[src/rtl/time_entry_pkg.sv]
// time_entry_pkg: key codes, entry FSM states and per-digit range limits
package time_entry_pkg;
  localparam logic [3:0] KEY_CLEAR = 4'hB;
  localparam logic [3:0] KEY_BKSP  = 4'hD;
  localparam logic [3:0] KEY_ENTER = 4'hE;
  typedef enum logic [1:0] {EMPTY, EDIT, FULL} state_t;
  // Largest digit allowed at position pos; the 12 h "no hour 00" floor is checked separately
  function automatic logic [3:0] digit_limit(input int pos, input logic m12, input logic [3:0] tens);
    return pos == 0 ? (m12 ? 4'd1 : 4'd2) :
           pos == 1 ? (m12 ? (tens == 4'd0 ? 4'd9 : 4'd2) : (tens == 4'd2 ? 4'd3 : 4'd9)) :
           pos[0] ? 4'd9 : 4'd5;
  endfunction
endpackage

[src/rtl/key_event_detect.sv]
// key_event_detect: strobe falling-edge pulse with the code held from the last strobe-high cycle
module key_event_detect (
  input  logic       clk,
  input  logic       reset,
  input  logic       key_strobe,
  input  logic [3:0] key_code,
  output logic       key_event,
  output logic [3:0] code
);
  logic strobe_q;
  always_ff @(posedge clk)
    if (reset) begin
      strobe_q <= 1'b0;
      code <= 4'h0;
    end else begin
      strobe_q <= key_strobe;
      if (key_strobe) code <= key_code;
    end
  assign key_event = strobe_q & ~key_strobe;
endmodule

[src/rtl/time_entry_buffer.sv]
// time_entry_buffer: keypad BCD time entry with validation, backspace, clear, timeout and commit
module time_entry_buffer
  import time_entry_pkg::*;
#(
  parameter int NUM_FIELDS = 3,
  parameter int TIMEOUT_CYCLES = 0
) (
  input  logic                              clk,
  input  logic                              reset,
  input  logic [3:0]                        key_code,
  input  logic                              key_strobe,
  input  logic                              enable,
  input  logic                              mode_12h,
  output logic [8*NUM_FIELDS-1:0]           entry,
  output logic [$clog2(2*NUM_FIELDS+1)-1:0] cursor,
  output logic                              full,
  output logic [8*NUM_FIELDS-1:0]           time_out,
  output logic                              time_valid,
  output logic                              key_error
);
  localparam int ND = 2 * NUM_FIELDS;
  localparam int W = 8 * NUM_FIELDS;
  localparam int CW = $clog2(ND + 1);
  localparam int TW = TIMEOUT_CYCLES > 1 ? $clog2(TIMEOUT_CYCLES) : 1;
  logic          ev_raw;
  logic          ev;
  logic [3:0]    code;
  logic [3:0]    tens;
  logic [3:0]    units;
  logic          digit_ok;
  logic          hour_ok;
  logic          expire;
  logic [TW-1:0] tcnt;
  state_t        state;
  state_t        state_n;
  logic [W-1:0]  entry_n;
  logic [W-1:0]  time_out_n;
  logic [CW-1:0] cursor_n;
  logic          valid_n;
  logic          err_n;
  key_event_detect u_detect (
    .clk(clk),
    .reset(reset),
    .key_strobe(key_strobe),
    .key_code(key_code),
    .key_event(ev_raw),
    .code(code)
  );
  assign ev = ev_raw & enable;
  assign tens = entry[W-1 -: 4];
  assign units = entry[W-5 -: 4];
  assign digit_ok = code <= digit_limit(int'(cursor), mode_12h, tens) &&
                    !(cursor == CW'(1) && mode_12h && tens == 4'd0 && code == 4'd0);
  // Whole hour re-checked at commit so a mode flip after the hour digits is caught
  assign hour_ok = tens <= digit_limit(0, mode_12h, 4'd0) &&
                   units <= digit_limit(1, mode_12h, tens) &&
                   !(mode_12h && tens == 4'd0 && units == 4'd0);
  assign expire = TIMEOUT_CYCLES != 0 && cursor != '0 && tcnt == TW'(TIMEOUT_CYCLES - 1);
  assign full = state == FULL;
  always_comb begin
    entry_n = entry;
    cursor_n = cursor;
    time_out_n = time_out;
    valid_n = 1'b0;
    err_n = 1'b0;
    if (ev) begin
      if (code <= 4'd9) begin
        if (state != FULL && digit_ok) begin
          entry_n[(ND - 1 - int'(cursor)) * 4 +: 4] = code;
          cursor_n = cursor + 1'b1;
        end else err_n = 1'b1;
      end else if (code == KEY_BKSP) begin
        if (cursor != '0) begin
          entry_n[(ND - int'(cursor)) * 4 +: 4] = 4'h0;
          cursor_n = cursor - 1'b1;
        end else err_n = 1'b1;
      end else if (code == KEY_CLEAR) begin
        entry_n = '0;
        cursor_n = '0;
      end else if (code == KEY_ENTER) begin
        if (state == FULL && hour_ok) begin
          time_out_n = entry;
          valid_n = 1'b1;
          entry_n = '0;
          cursor_n = '0;
        end else err_n = 1'b1;
      end
    end else if (expire) begin
      entry_n = '0;
      cursor_n = '0;
    end
    state_n = cursor_n == '0 ? EMPTY : cursor_n == CW'(ND) ? FULL : EDIT;
  end
  always_ff @(posedge clk)
    if (reset) begin
      state <= EMPTY;
      entry <= '0;
      cursor <= '0;
      time_out <= '0;
      time_valid <= 1'b0;
      key_error <= 1'b0;
    end else begin
      state <= state_n;
      entry <= entry_n;
      cursor <= cursor_n;
      time_out <= time_out_n;
      time_valid <= valid_n;
      key_error <= err_n;
    end
  always_ff @(posedge clk)
    tcnt <= (reset || ev || expire || cursor == '0) ? '0 : tcnt + 1'b1;
endmodule

[config.mk]
export PLATFORM = sky130hd
export DESIGN_NAME = time_entry_buffer
export DESIGN_NICKNAME = d
export VERILOG_FILES = /design/src/rtl/time_entry_pkg.sv /design/src/rtl/key_event_detect.sv /design/src/rtl/time_entry_buffer.sv
export SDC_FILE = /design/constraint.sdc
export NUM_CORES = 1
export LEC_CHECK = 0
export ABC_AREA = 1
export ABC_CLOCK_PERIOD_IN_PS = 6110
export CELL_PAD_IN_SITES_DETAIL_PLACEMENT = 1
export CELL_PAD_IN_SITES_GLOBAL_PLACEMENT = 1
export CORE_MARGIN = 10
export CORE_UTILIZATION = 30
export DETAILED_ROUTE_END_ITERATION = 8
export DONT_BUFFER_PORTS = 1
export GPL_TIMING_DRIVEN = 0
export PLACE_DENSITY_LB_ADDON = 0.1
export SETUP_SLACK_MARGIN = 0.05
export SKIP_LAST_GASP = 1
export SLEW_MARGIN = 5
export SYNTH_ARGS = -nofsm -noshare
export SYNTH_HDL_FRONTEND = slang
export SYNTH_HIERARCHICAL = 1
export SYNTH_SLANG_ARGS = --single-unit
export TNS_END_PERCENT = 20
[constraint.sdc]
create_clock -name clk -period 6.11 [get_ports clk]
set_clock_uncertainty 0.2 [all_clocks]
set_input_delay 0.3055 -clock clk [delete_from_list [all_inputs] [get_ports clk]]
set_output_delay 0.3055 -clock clk [all_outputs]
set_load 0.01 [all_outputs]
==> impl_results.md <==
- Outcome: finished, final reports clean
- Crit path max fanout: 12
- Final Util: 0.3539
- Critical-path cell list: buf_4 > inv_1 > clkbuf_1 > ha_1 > inv_1 > nor2_4 > nand3_1 > ha_1 > or2_2 > o21ai_0 > nand3_1 > o21ai_1 > nand2_1 > nor2_4 > nand2_1 > nand2_1 > nor2_1
- Synth warnings: 6
- Layout area overhead: 14.96%
- Placed cell count: just over 700
- DR top layer: met4
- Distinct cells, synth: 40
- Worst EP arrival: between 3000 and 4000 ps
- VDD IR max: around 0.11 mV
- Final setup margin: 2165 ps
- CP top delay family: simple AND/OR/NAND/NOR gates
- Routed WL per cell: roughly 16 microns
- Chip Height: between 100 and 150 microns
- Nets@finish: between 600 and 700
- # port buffers: 0
- Cells after Synth: between 500 and 600
- Clk buf depth: 2
- Total Wirelength: between 10 and 15 mm
- First-pass GRT wire length: between 15 and 20 mm
- Net Sw Frac: 0.2543
- Max Cap Violations: 0
- Fraction of layout cells with a size suffix above 1: 0.1007
- Total congestion overflow: 0
- Wire length on met2: 5.676 mm
- Vias per std cell: 4.835
- Pre-CTS setup slack: approximately 2100 ps
- P_sw: about 260 uW
- Std cell rows: 40
- RSZ-0062 raised after global routing: no
- Number of global-route vias before repair: between 3000 and 4000
- Register clock-pin slew on the reported worst setup and hold paths: approximately 50 ps
- Post-Layout Cell Count: roughly 740
- Avg Inst Size Synth: ~6.7 sq um
- Setup TNS: 0 ps
- Period Utilization, post-route: 0.6457
- FMAX: roughly 0.25 GHz
- Clk_lat worst skew: around 330 ps
- CP required: 6140 ps
- CTS H-tree lvls: 3
- I/O pin count: 63
- Internal Power: between 700 and 800 uW
- Commonest register cell after synthesis: dfxtp_1
- Final Max Slew Viols: 0
- Final Hold Fails: 0
- Post-route DRC: 0
- Asr flop ratio synth: 0
- Total die area: about 0.017 sq mm
- Core Box Area: 0.01206 sq mm
- Final Setup Violations: 0
- Clk network pwr share: 0.487
- Synthesized area: 0.003714 sq mm
- DRT met1 WL: between 5 and 6 mm
- Antenna violations before repair: 0
- Root buffer cell: clkbuf_16
- Slowest-stage cell, CP: dfxtp_1
- Routed Antenna Nets: 0
- Clock sinks: 60
- CP Buf/Inv Count: 4
- Pin count of the biggest net entering global routing: 13
- EDFF count, synth: 0
- DR iter-0 viols: between 70 and 80
- Worst Hold Slack: between 50 and 60 ps
- ANT cells: 0
- Sequential element share of the synthesized area: 0.3235
- First-pass DRT Iterations: 4
- CP most frequent cell: nand2_1
- Synth Register Bits: 60
- Combinational share of power: 0.111
- Flop pwr share: 0.402
- Leakage: between 1.5 and 2 nW
- Crit start category: flip-flop
- Initial Util: 0.3079
- Fill cells: about 1600
- Met3 Wirelength: a little under 800 microns
- Pwr per Cell Area: between 200 and 250 mW/mm^2
- Net Count, Synth: 588
- Fin crit period: slightly below 4000 ps
- Via count of the routed design: between 3000 and 4000
- CP max stage delay: 460 ps
- GRT Util Overall: 0.1418
- Placer Congestion: 0.8599
- Num CTS Buffers: 9
- Worst hold path type: in2reg
- Crit Path Class: reg2reg
- Dpl hpwl: roughly 9.6 mm
- CP Capture Type: flip-flop
- Die Span X: ~130 microns
- Slew @ Worst Pin: ~640 ps
- Post_cts resized: 0
- Relative slew slack: 0.5753
- CTS tree: yes
## per-layer routing
| layer | track usage | vias up |
|---|---|---|
| li1 | - | 1820 |
| met1 | 0.1673 | 1701 |
| met2 | 0.2329 | 63 |
| met3 | 0.05488 | 13 |
| met4 | 0.04141 | 0 |
| met5 | 0 | - |
## stage by stage
stage | power [mW] | instance area [sq um]
floorplan | 0.4947 | 3714
global placement | 0.5225 | 3924
detailed placement | 0.5259 | 3924
CTS | 1.034 | 4269
global route | 1.069 | 4269
finish | 1.015 | 4269
## path summary, 6_finish.rpt
path | start | endpoint | slack [ps] | depth (start not counted)
hold / removal | key_strobe | u_detect/code[0] | 60 | 3
setup reg to reg | cursor[0] | entry[18] | 2160 | 17
setup / recovery | cursor[0] | entry[18] | 2160 | 17
hold reg to reg | time_out[22] | time_out[22] | 300 | 2
## area by class of cell
class / count / area, sq um / share of cell area
multi-input cells: 407 / 2136 / 0.5003
flip-flops and latches: 60 / 1201 / 0.2814
inverters: 68 / 255.2 / 0.05979
clock buffers: 13 / 250.2 / 0.05862
well taps: 168 / 210.2 / 0.04924
plain buffers: 20 / 121.4 / 0.02843
repair buffers: 6 / 60.06 / 0.01407
clock inverters: 2 / 35.03 / 0.008206
## power by group through the flow
stage	combinational, mW	clock (mW)	sequential (mW)
floorplan	0.0843	0	0.410
global placement	0.107	0	0.416
detailed placement	0.110	0	0.416
CTS	0.114	0.512	0.408
global route	0.129	0.533	0.408
finish	0.113	0.494	0.408
## worst reg2reg max path: stages, from the launching register on
cell and delay, ps:
dfxtp_1 460, buf_4 260, inv_1 70, clkbuf_1 280
ha_1 460, inv_1 190, nor2_4 170, nand3_1 110
ha_1 210, or2_2 270, o21ai_0 260, nand3_1 160
o21ai_1 220, nand2_1 120, nor2_4 210, nand2_1 80
nand2_1 60, nor2_1 40
## cells in the final DEF, fill, tap and decap left out, types with 2 or more instances in the layout
| cell | instances |
|---|---|
| a21oi_1 | 26 |
| a22oi_1 | 2 |
| a31oi_1 | 3 |
| buf_1 | 2 |
| buf_2 | 4 |
| buf_4 | 3 |
| buf_6 | 4 |
| clkbuf_1 | 10 |
| clkbuf_16 | 9 |
| dfxtp_1 | 60 |
| dlygate4sd3_1 | 6 |
| ha_1 | 23 |
| inv_1 | 64 |
| inv_2 | 4 |
| nand2_1 | 124 |
| nand2_2 | 5 |
| nand3_1 | 28 |
| nand3_2 | 4 |
| nand4_1 | 22 |
| nor2_1 | 97 |
| nor2_2 | 7 |
| nor2_4 | 6 |
| nor3_1 | 12 |
| nor4_1 | 2 |
| o21ai_0 | 23 |
| o21ai_1 | 7 |
## cell usage after synthesis, types with 7 or more instances
cell type | count | area, sq um
a21oi_1 | 26 | 130.1
clkbuf_1 | 7 | 26.28
dfxtp_1 | 60 | 1201
ha_1 | 23 | 287.8
inv_1 | 64 | 240.2
nand2_1 | 124 | 465.5
nand3_1 | 28 | 140.1
nand4_1 | 22 | 137.6
nor2_1 | 97 | 364.1
nor2_2 | 7 | 43.79
nor3_1 | 12 | 60.06
o21ai_0 | 23 | 115.1
o21ai_1 | 7 | 35.03
## registers in the layout, indices dropped and copies added, names as in the netlist
name               flops
time_valid             1
u_detect/code          4
key_error              1
entry                 24
state                  2
time_out              24
u_detect/strobe_q      1
cursor                 3
## kinds of logic after synthesis
| family | count (synthesis) | synth area share |
|---|---|---|
| AO/OA/AOI/OAI | 67 | 0.09805 |
| XOR/XNOR | 3 | 0.009099 |
| adder cells (fa/ha/maj) | 24 | 0.08289 |
| buffers and inverters | 88 | 0.1014 |
| flip-flops | 60 | 0.3234 |
| AND/OR/NAND/NOR | 313 | 0.3851 |
## what timing repair did
action,in CTS,in global routing
hold buffers,6,0
hold endpoints to repair,6,0
endpoints found under the setup margin,0,0
setup buffers,0,0
Power figures use the tool's default switching activity.
